### config.mk
export PLATFORM = sky130hd
export DESIGN_NAME = cpu_run_ctrl
export DESIGN_NICKNAME = d
export VERILOG_FILES = /design/src/rtl/cpu_run_ctrl.sv
export SDC_FILE = /design/constraint.sdc
export NUM_CORES = 1
export LEC_CHECK = 0
export CAP_MARGIN = 0
export CORE_UTILIZATION = 44
export DETAILED_ROUTE_END_ITERATION = 12
export GPL_TIMING_DRIVEN = 0
export PLACE_DENSITY = 0.81
export SLEW_MARGIN = 15
export SYNTH_ARGS = -nofsm -noshare
export SYNTH_HDL_FRONTEND = slang
export SYNTH_SLANG_ARGS = --single-unit
### constraint.sdc
create_clock -name clk -period 2.55 [get_ports clk]
set_input_delay 0.3825 -clock clk [delete_from_list [all_inputs] [get_ports clk]]
set_output_delay 0.3825 -clock clk [all_outputs]
set_load 0.01 [all_outputs]
### src/rtl/cpu_run_ctrl.sv
// ============================================================================
// Module  : cpu_run_ctrl
// Brief   : Reset sequencing and clock-enable gating (free-run, bounded,
//           single-step) for the single-cycle MIPS core, with stop cause.
// Revision: 1.0 - initial release
// ============================================================================
`default_nettype none

module cpu_run_ctrl #(
  parameter int RESET_CYCLES = 2,
  parameter int CNT_W        = 16,
  parameter int PC_W         = 32
) (
  input  logic             clk,
  input  logic             areset,
  input  logic             soft_rst,
  input  logic             start,
  input  logic [1:0]       mode,
  input  logic [CNT_W-1:0] cycle_limit,
  input  logic             step,
  input  logic             abort,
  input  logic             halt_in,
  input  logic             bp_en,
  input  logic [PC_W-1:0]  bp_addr,
  input  logic [PC_W-1:0]  pc_in,
  output logic             cpu_rst_n,
  output logic             cpu_clk_en,
  output logic             running,
  output logic             done,
  output logic [2:0]       stop_cause,
  output logic [CNT_W-1:0] cycle_count
);

  localparam int c_hold_w = $clog2(RESET_CYCLES + 1);
  localparam logic [c_hold_w-1:0] c_hold_cycles = c_hold_w'(RESET_CYCLES);

  localparam logic [2:0] c_cause_none  = 3'd0;
  localparam logic [2:0] c_cause_halt  = 3'd1;
  localparam logic [2:0] c_cause_break = 3'd2;
  localparam logic [2:0] c_cause_limit = 3'd3;
  localparam logic [2:0] c_cause_abort = 3'd4;

  localparam logic [1:0] c_mode_bounded = 2'b01;
  localparam logic [1:0] c_mode_step    = 2'b10;

  typedef enum logic [2:0] {
    S_HOLD    = 3'd0,
    S_IDLE    = 3'd1,
    S_RUN     = 3'd2,
    S_STEP    = 3'd3,
    S_STOPPED = 3'd4
  } state_t;

  state_t                r_state;
  state_t                w_next;
  logic [c_hold_w-1:0]   r_hold_cnt;
  logic                  r_cpu_rst_n;
  logic [1:0]            r_mode;
  logic [CNT_W-1:0]      r_limit;
  logic [CNT_W-1:0]      r_count;
  logic [2:0]            r_cause;
  logic                  r_bp_skip;

  logic                  w_active;
  logic                  w_bp_hit;
  logic                  w_limit_hit;
  logic [2:0]            w_stop_cause;
  logic                  w_stop;
  logic                  w_start_ok;
  logic                  w_clk_en;

  assign w_active    = (r_state == S_RUN) || (r_state == S_STEP);
  assign w_bp_hit    = bp_en && (pc_in == bp_addr) && !r_bp_skip;
  assign w_limit_hit = (r_mode == c_mode_bounded) && (r_count == r_limit);
  assign w_start_ok  = start && !soft_rst &&
                       ((r_state == S_IDLE) || (r_state == S_STOPPED));

  always_comb begin
    w_stop_cause = c_cause_none;
    if (abort)            w_stop_cause = c_cause_abort;
    else if (halt_in)     w_stop_cause = c_cause_halt;
    else if (w_bp_hit)    w_stop_cause = c_cause_break;
    else if (w_limit_hit) w_stop_cause = c_cause_limit;
  end

  assign w_stop = w_active && (w_stop_cause != c_cause_none);

  always_ff @(posedge clk or negedge areset) begin
    if (!areset) r_state <= S_HOLD;
    else         r_state <= w_next;
  end

  always_comb begin
    w_next   = r_state;
    w_clk_en = 1'b0;
    case (r_state)
      S_HOLD: begin
        if (r_hold_cnt == c_hold_cycles) w_next = S_IDLE;
      end
      S_IDLE, S_STOPPED: begin
        if (start) w_next = (mode == c_mode_step) ? S_STEP : S_RUN;
      end
      S_RUN: begin
        if (w_stop) w_next = S_STOPPED;
        else        w_clk_en = 1'b1;
      end
      S_STEP: begin
        if (w_stop) w_next = S_STOPPED;
        else        w_clk_en = step;
      end
      default: w_next = S_HOLD;
    endcase
    if (soft_rst) w_next = S_HOLD;
  end

  // Counter parks at its terminal value once HOLD has been left.
  always_ff @(posedge clk or negedge areset) begin
    if (!areset) begin
      r_hold_cnt  <= '0;
      r_cpu_rst_n <= 1'b0;
    end else begin
      r_cpu_rst_n <= (w_next != S_HOLD);
      if (soft_rst)
        r_hold_cnt <= '0;
      else if ((r_state == S_HOLD) && (r_hold_cnt != c_hold_cycles))
        r_hold_cnt <= r_hold_cnt + c_hold_w'(1);
    end
  end

  always_ff @(posedge clk or negedge areset) begin
    if (!areset) begin
      r_mode    <= '0;
      r_limit   <= '0;
      r_count   <= '0;
      r_cause   <= c_cause_none;
      r_bp_skip <= 1'b0;
    end else begin
      if (w_start_ok) begin
        r_mode  <= mode;
        r_limit <= cycle_limit;
        r_count <= '0;
        r_cause <= c_cause_none;
      end else begin
        if (w_clk_en && (r_count != {CNT_W{1'b1}}))
          r_count <= r_count + CNT_W'(1);
        if (w_stop && !soft_rst)
          r_cause <= w_stop_cause;
      end

      // Resuming from a breakpoint lets the instruction at bp_addr execute once.
      if (soft_rst)
        r_bp_skip <= 1'b0;
      else if (w_start_ok)
        r_bp_skip <= (r_state == S_STOPPED) && (r_cause == c_cause_break);
      else if (w_clk_en)
        r_bp_skip <= 1'b0;
    end
  end

  assign cpu_rst_n   = r_cpu_rst_n;
  assign cpu_clk_en  = w_clk_en;
  assign running     = w_active;
  assign done        = (r_state == S_STOPPED);
  assign stop_cause  = r_cause;
  assign cycle_count = r_count;

endmodule

`default_nettype wire

Word-level counts from Yosys, hierarchy flattened. Cells that the tools add are included. Widths: inputs -> output; s select.

Flip-flop bits (word level): 44. Input bits: 90. Output and inout port bits: 23. Logic and storage cells: 67.

$add $sub $neg: 2. Eq/ne operators: 12. Multiplexer cells: 22. Reduce and logical (&&, ||, !) cells: 23.

Operators with widths (number): $eq 32x32->1 (1); $mux 16 (2); $mux 3 (8); $add 16x1->16 const B (1); $eq 16x16->1 (1); $ne 16x16->1 const B (1); $logic_and 1x1->1 (10); $eq 3x2->1 const B (3); $pmux 3 s3 (1); $reduce_bool 3->1 (3); $mux 2 (4); $mux 1 (6); $reduce_bool 2->1 (3); $eq 2x2->1 const B (2); $reduce_or 2->1 (2); $eq 3x1->1 const B (1); $eq 3x3->1 const B (1); $logic_not 3->1 (1); $add 2x1->2 const B (1); $eq 2x1->1 const B (1); $logic_not 1->1 (2); $logic_or 1x1->1 (2); $ne 2x2->1 const B (1); $pmux 1 s2 (1).

Depth between registers and ports, before layout. Gate-level depths: netlist (run 1).

Depth after elaboration: 13. Depth in mapped cells: 9.

Worst setup path before layout (run 1). OpenSTA, ideal clock, no wires.

Kind: flip-flop to flip-flop. From: reg r_count[0] (netlist: cycle_count[0]). To: reg r_count[5] (netlist: cycle_count[5]). Arrival time: 2.312 ns. Slack: 0.160 ns. Stages on the path, launching flop included: 10. Buffers on the path: 2. Clock period less this slack: 2.390 ns. Path through: dfrtp_1 ha_1 and2_1 buf_2 and4_4 a2111oi_4 buf_6 nand4_1 or4_1 a21oi_1.

Cells in the longest elaborated chain, start to end: 12. Elaborated cells between the ends (all ways): 17.

Ends and longest elaborated chain: start, declared (RTL line 60) `logic [CNT_W-1:0] r_count;`; start signal, assigned (RTL line 145) `r_count <= r_count + CNT_W'(1);`; $eq 16x16->1 (RTL line 74) `assign w_limit_hit = (r_mode == c_mode_bounded) && (r_count == r_limit);`; $logic_and 1x1->1 (RTL line 74); $mux 2 (RTL line 83) `else if (w_limit_hit) w_stop_cause = c_cause_limit;`; $mux 2 (RTL line 82) `else if (w_bp_hit) w_stop_cause = c_cause_break;`; $mux 3 (RTL line 81) `else if (halt_in) w_stop_cause = c_cause_halt;`; $mux 3 (RTL line 80) `if (abort) w_stop_cause = c_cause_abort;`; $reduce_bool 3->1 (RTL line 86) `assign w_stop = w_active && (w_stop_cause != c_cause_none);`; $logic_and 1x1->1 (RTL line 86); $mux 1, on equally long branches (RTL line 108, 104); $pmux 1 s2 (RTL line 96) `case (r_state)`; $logic_and 1x1->1 (RTL line 144) `if (w_clk_en && (r_count != {CNT_W{1'b1}}))`; $reduce_bool 2->1 (no source line).

Several ways; a longest one is shown, not always the timed one. The select of a mux whose other input is x is not followed. A chain may end at the register's enable or synchronous reset.

Final worst setup path (run 1).
From: reg r_count[5] (netlist: cycle_count[5]). To: out cpu_clk_en.

Cells in the longest elaborated chain, start to end: 10. Elaborated cells between the ends (all ways): 11.

Ends and longest elaborated chain: $eq 16x16->1 * (RTL line 74); $logic_and 1x1->1 * (RTL line 74); $mux 2 * (RTL line 83); $mux 2 * (RTL line 82); $mux 3 * (RTL line 81); $mux 3 * (RTL line 80); $reduce_bool 3->1 * (RTL line 86); $logic_and 1x1->1 * (RTL line 86); $mux 1, on equally long branches (RTL line 108, 104); $pmux 1 s2 * (RTL line 96); end, declared (RTL line 27) `output logic cpu_clk_en,`.

Mark *: on every way between the ends. The rest lies on a longest branch, timed or not.

==> results of run 1 <==
state kept, by name (all words and copies together), names as in the netlist:
signal and count:
cycle_count 16, r_limit 16, r_state 3, stop_cause 3
r_hold_cnt 2, r_mode 2, cpu_rst_n 1, r_bp_skip 1
worst max-delay path, stage by stage (launching register included):
cell	delay, ns
dfrtp_2	0.46
xor2_1	0.18
nor4_2	0.29
nand4b_1	0.16
or2_4	0.32
nand3_2	0.12
nor2_1	0.04
dlygate4sd2_1	0.29
through the flow:
step | worst slack [ns] | hold WS, ns | total power, mW
6_report | -0.00438 | 0.503 | 2.50
3_5_place_dp | -0.507 | 0.321 | 1.87
2_1_floorplan | 0.160 | 0.0869 | 1.49
4_1_cts | 0.00380 | 0.505 | 2.47
5_1_grt | -0.0831 | 0.529 | 2.65
3_3_place_gp | -0.491 | 0.473 | 1.83
timing repair:
| action | in CTS | in global routing |
|---|---|---|
| buffers inserted | 4 | 7 |
| pin swaps | 4 | 8 |
| resized for setup | 13 | 19 |
| cloned | 0 | 1 |
| endpoints found under the hold margin | 14 | 0 |
| setup endpoints to repair | 10 | 30 |
| hold buffers | 1 | 0 |
metal layers:
metal	share of wire, %	up-vias	track usage [%]
li1	-	1376	-
met1	42	1355	34.1
met2	52	107	46.5
met3	5.4	9	4.11
met4	0.97	0	6.67
met5	0	-	0
final timing paths:
check                                      startpoint                          end  slack [ns]
setup reg to reg           cycle_count[4]$_DFFE_PN0P_  cycle_count[14]$_DFFE_PN0P_        0.09
setup / recovery           cycle_count[5]$_DFFE_PN0P_                   cpu_clk_en      -0.004
max in group asynchronous                      areset   cycle_count[7]$_DFFE_PN0P_        1.52
min in group asynchronous                      areset  cycle_count[15]$_DFFE_PN0P_        0.52
hold reg to reg                r_limit[2]$_DFFE_PN0P_       r_limit[2]$_DFFE_PN0P_        0.50
hold / removal                 r_limit[2]$_DFFE_PN0P_       r_limit[2]$_DFFE_PN0P_        0.50
cells in the final DEF (no fill, tap or decap), types with 3 or more instances in the layout:
master	instances
a21oi_1	10
and4_1	5
buf_2	3
buf_4	11
clkbuf_1	6
clkbuf_8	6
clkdlybuf4s50_1	110
dfrtp_1	35
dfrtp_2	9
inv_1	4
mux2i_1	8
nand2_1	69
nand2b_1	9
nand3_1	8
nand4_1	15
nor2_1	11
nor3_1	6
nor4_1	3
o211ai_1	3
o21ai_0	6
o31ai_1	4
or3_1	3
or4_1	4
xnor2_1	33
xor2_1	17
layout make-up:
type                       count  area share [%]
inverter                       4           0.349
tap                           75            2.18
timing repair buffer         126            28.6
clock buffer                   6            1.92
buffer                        12            1.57
clock inverter                 2           0.900
multi-input combinational    252            38.7
sequential                    44            25.8
power by group through the flow:
stage	sequential, mW	combinational [mW]	clock (mW)
4_1_cts	1.04	0.851	0.582
3_5_place_dp	1.05	0.821	0
3_3_place_gp	1.04	0.793	0
5_1_grt	1.06	0.981	0.611
6_report	1.04	0.894	0.572
2_1_floorplan	1.03	0.463	0
kinds of logic after synthesis:
| family | after synthesis |
|---|---|
| simple gates | 152 |
| xor+xnor | 50 |
| flops | 44 |
| compound gates | 40 |
| buf+inv | 18 |
| mux | 8 |
| fa+ha+maj | 2 |
==> impl_metrics.csv, run 1 <==
group,metric,value,unit
floorplan,die_h,81.7,um
global_routing,grt_pass1_wl,13.5,mm
run_status,status,"complete, but fails checks",
global_routing,grtUsageTotal,26.6,%
global_routing,grt_pass1_vias,2805,
detailed_routing,wl_per_cell,16.2,um
synthesis,netlist_area,2790,um^2
synthesis,synth_ff_type,"dfrtp_1",
clock_network,clk_root_buffer_cell,"clkbuf_8",
hold_path,min_path_cells,2,
synthesis,yosysSeqAreaShare,39.4,%
placed_design,placed_area,4020,um^2
placed_design,dp.cells,502,
floorplan,ios,113,
timing,finClkSkew,0.0105,ns
timing,tns,-0.00438,ns
detailed_routing,ant_nets,0,
floorplan,die-area,6670,um^2
detailed_routing,drc,0,
cells_and_area,fillers,476,
synthesis,yosys.area_share.simple,27.5,%
floorplan,start_util,46.4,%
synthesis,synth_edf_count,0,
global_routing,grt_max_degree,31,
detailed_routing,viasPerCell,5.46,
placed_design,gp_congestion,0.844,
synthesis,synthTopCellsByArea,"dfrtp_1 (39%), xnor2_1 (10%), nand2_1 (9.3%)",
synthesis,synth_most_common_cell,"nand2_1",
synthesis,async_flop_share,100,%
placed_design,numPortBuffers,112,
power,p_leak,1.88,nW
critical_path,r2r_cells,9,
power,pwr-share-comb,35.7,%
cells_and_area,final_util,71.5,%
floorplan,die_w,81.7,um
floorplan,core_area,6030,um^2
synthesis,synth_cell_types,47,
synthesis,synth_top_cells_by_count,"nand2_1 (69), dfrtp_1 (44), xnor2_1 (33)",
power,power.clock.fraction,22.8,%
cells_and_area,area.growth.synth_to_final,54.2,%
cells_and_area,drive_gt1_share,12.1,%
clock_network,clkSlewWorstSetupHoldPaths,0.09,ns
critical_path,path_class,"register to primary output",
floorplan,rows,28,
synthesis,synth_top_area_share,39.4,%
timing,setup_viol,1,
global_routing,antenna_found_initial,0,
synthesis,syn-instance-count,314,
cells_and_area,multiInputGateArea,1670,um^2
synthesis,synth_fa_ha_area_share,0.896,%
cells_and_area,seqCellArea,1110,um^2
clock_network,clock_latency,0.30,ns
synthesis,synth_top_family_by_area,"simple AND/OR/NAND/NOR gates",
synthesis,yosysTopAreaCell,"dfrtp_1",
detailed_routing,drt_iter0_drc,248,
critical_path,worstPathArrival,2.17,ns
power,ir_worst_vdd,0.361,mV
timing,fin_crit_sh,100,%
detailed_routing,first_pass_iters,4,
power,powerDensity,581,nW/um^2
clock_network,cts_tree,"built",
critical_path,critical_path_required,2.17,ns
cells_and_area,layout.nets,537,
synthesis,syn_area_per_cell,8.90,um^2
power,switching_share,32.8,%
timing,maxSlewViolCount,0,
cells_and_area,finalNonFillerCells,521,
synthesis,synth-seq-cells,44,
critical_path,setup.worst_path.start_class,"register",
power,p_int,1.68,mW
clock_network,h-tree-depth,2,
detailed_routing,vias,2847,
synthesis,synth_nets,406,
critical_path,worstSetupEndpointType,"primary output",
clock_network,cts_num_sinks,44,
timing,fmax,391,MHz
cells_and_area,diodes,0,
timing,finalWorstSetupSlack,-0.00438,ns
hold_path,min_path_type,"register to register",
clock_network,tritoncts.num_buffers,5,
global_routing,gr-total-overflow,0,
run_status,failed_checks,"setup timing",
placed_design,dp_hpwl,6.26,mm
detailed_routing,finalWirelength,8.44,mm
timing,rsz0062_at_grt,"true",
synthesis,synth-compound-area-share,10.7,%
power,p_switching,822,uW
timing,period_needed,2.55,ns
synthesis,synthMuxAreaShare,2.87,%
flow_run,cap_violations,0,
timing,worst_slew_pin_slew,0.641,ns
clock_network,clock_path_buffers,2,
critical_path,critPathMaxFanout,7,
timing,finalHoldViolCount,0,
power,p_seq_share,41.5,%
synthesis,ys_warn_count,0,
cells_and_area,fin_area,4310,um^2
synthesis,synth_xor_area_share,15.7,%
timing,slew_headroom,56.9,%
Power figures use the tool's default switching activity.
==> inputs of run 2 (changes only) <==
Settings changed: CORE_ASPECT_RATIO set to 0.5, SETUP_SLACK_MARGIN set to 0.4.
==> run 2 against run 1 <==
The flow still finishes with violations (setup timing). Setup slack worse by 0.11 ns. Via count is 17% higher. Maximum frequency is 4.0% lower. Total power is 13% higher. Routed wire length is 44% higher. Clock-buffer cell count stayed put. Largest cell class unchanged.
==> impl_metrics.csv, run 2 (same netlist as run 1, synthesis figures left out) <==
group,metric,value,unit
cells_and_area,final_util,79.1,%
placed_design,gp_congestion,0.905,
clock_network,tritoncts.num_buffers,5,
power,p_switching,978,uW
detailed_routing,drc,0,
cells_and_area,finalNonFillerCells,555,
detailed_routing,viasPerCell,6.02,
clock_network,clock_latency,0.29,ns
cells_and_area,multiInputGateArea,1920,um^2
global_routing,gr-total-overflow,0,
power,pwr-share-comb,35.7,%
timing,fin_crit_sh,104,%
timing,finalHoldViolCount,0,
floorplan,die_h,58.3,um
power,powerDensity,589,nW/um^2
detailed_routing,first_pass_iters,6,
floorplan,ios,113,
critical_path,regToRegSetupSlack,-0.11,ns
timing,finClkSkew,0.00977,ns
timing,finalWorstSetupSlack,-0.111,ns
critical_path,setup.worst_path.start_class,"register",
floorplan,rows,20,
clock_network,cts_hold_buf,0,
power,p_seq_share,37.9,%
cells_and_area,layout_commonest_cell,"nand2_1",
clock_network,cts_num_sinks,44,
timing,rsz0062_at_grt,"true",
cells_and_area,drive_gt1_share,23.2,%
detailed_routing,ant_nets,0,
global_routing,antenna_found_initial,0,
cells_and_area,layout.nets,557,
placed_design,dp.cells,515,
flow_run,cap_violations,0,
clock_network,h-tree-depth,2,
run_status,failed_checks,"setup timing",
cells_and_area,fillers,369,
power,ir_worst_vdd,0.421,mV
critical_path,path_class,"register to register",
timing,maxSlewViolCount,0,
global_routing,grt_pass1_vias,3135,
cells_and_area,area.growth.synth_to_final,72.8,%
detailed_routing,vias,3340,
power,power.clock.fraction,26.4,%
cells_and_area,final_cell_mix,"nand2_1 (69), clkdlybuf4s50_1 (67), dfrtp_1 (38), dlygate4sd2_1 (38), xnor2_1 (30)",
critical_path,worstPathArrival,2.86,ns
clock_network,clkSlewWorstSetupHoldPaths,0.07,ns
run_status,status,"complete, but fails checks",
timing,slew_headroom,55.1,%
timing,fmax,376,MHz
critical_path,worstSetupEndpointType,"register",
global_routing,grt_max_degree,30,
critical_path,critical_path_required,2.75,ns
critical_path,critPathMaxFanout,5,
timing,period_needed,2.66,ns
clock_network,clock_path_buffers,2,
detailed_routing,finalWirelength,12.2,mm
power,p_int,1.86,mW
timing,setup_viol,3,
timing,worst_slew_pin_slew,0.671,ns
global_routing,grtUsageTotal,30.5,%
power,switching_share,34.4,%
clock_network,clk_root_buffer_cell,"clkbuf_16",
power,p_leak,2.13,nW
placed_design,dp_hpwl,6.77,mm
detailed_routing,drt_iter0_drc,319,
cells_and_area,seqCellArea,1110,um^2
hold_path,min_path_type,"primary input to asynchronous set/reset pin",
floorplan,core_area,6110,um^2
floorplan,die-area,6690,um^2
clock_network,cts_tree,"built",
floorplan,start_util,45.8,%
floorplan,die_w,115,um
placed_design,numPortBuffers,112,
detailed_routing,wl_per_cell,22.0,um
global_routing,grt_pass1_wl,15.4,mm
==> run 2: cell count changes in the layout (fill, tap and decap cells not counted), sizes merged <==
cell	before	now
dlygate4sd2	1	38
clkdlybuf4s50	110	67
buf	17	39
clkdlybuf4s15	0	5
dlygate4sd3	1	0
diode	0	1
==> run 2: timing repair <==
item	in CTS	in global routing
buffers inserted	23	7
gates cloned	0	1
gates resized for setup	88	58
pin swaps	23	30
setup endpoints to repair	42	41
==> run 2: power groups by stage <==
stage	Clock [mW]	Combinational [mW]	Sequential, mW
after floorplan	0	0.465	1.03
after global placement	0	0.780	1.05
after detailed placement	0	0.828	1.06
after CTS	0.728	0.896	1.05
after global routing	0.777	1.08	1.09
final	0.750	1.01	1.08
==> run 2: stage by stage <==
| step | total power, mW | setup slack [ns] | hold WS [ns] | setup TNS (ns) | cell area [um^2] |
|---|---|---|---|---|---|
| 3_5_place_dp | 1.89 | -0.625 | 0.335 | -7.37 | 4070 |
| 5_1_grt | 2.94 | -0.0895 | 0.0332 | -0.187 | 4820 |
| 4_1_cts | 2.68 | 0.0901 | 0.0276 | 0 | 4520 |
| 2_1_floorplan | 1.50 | 0.286 | 0.0869 | 0 | 2820 |
| 3_3_place_gp | 1.83 | -0.609 | 0.456 | -8.62 | 4050 |
| 6_report | 2.84 | -0.111 | 0.00661 | -0.122 | 4830 |
==> run 2: final cells by class <==
| class | count | area share (%) |
|---|---|---|
| diodes | 1 | 0.0518 |
| plain buffers | 14 | 2.31 |
| clock buffers | 6 | 2.67 |
| clock inverters | 2 | 0.726 |
| inverters | 4 | 0.311 |
| multi-input cells | 252 | 39.8 |
| flip-flops and latches | 44 | 23.0 |
| well taps | 88 | 2.28 |
| repair buffers | 144 | 28.8 |
==> run 2: path summary, 6_finish.rpt <==
| path | start | cells after the start | end |
|---|---|---|---|
| max reg2reg | cycle_count[1]$_DFFE_PN0P_ | 9 | cycle_count[14]$_DFFE_PN0P_ |
| min reg2reg | r_limit[7]$_DFFE_PN0P_ | 2 | r_limit[7]$_DFFE_PN0P_ |
| min in group clk | r_limit[7]$_DFFE_PN0P_ | 2 | r_limit[7]$_DFFE_PN0P_ |
| max | cycle_count[1]$_DFFE_PN0P_ | 9 | cycle_count[14]$_DFFE_PN0P_ |
| max in group asynchronous | areset | 2 | cycle_count[3]$_DFFE_PN0P_ |
| min | areset | 1 | cycle_count[9]$_DFFE_PN0P_ |
==> run 2: critical path: stages (launching register included) <==
cell and delay [ns]:
dfrtp_2 0.48, ha_4 0.19, and2_4 0.15, buf_6 0.12
and4_4 0.20, a2111oi_4 0.38, buf_6 0.18, nand4_1 0.12
or4_4 0.51, a21oi_2 0.23
==> run 2: metal layers <==
metal	vias to the layer above	routed length (um)	track usage, %
met5	-	0	0
met4	0	488	10.6
met3	67	1140	4.53
met2	243	5940	53.3
met1	1620	4620	39.5
li1	1410	-	-
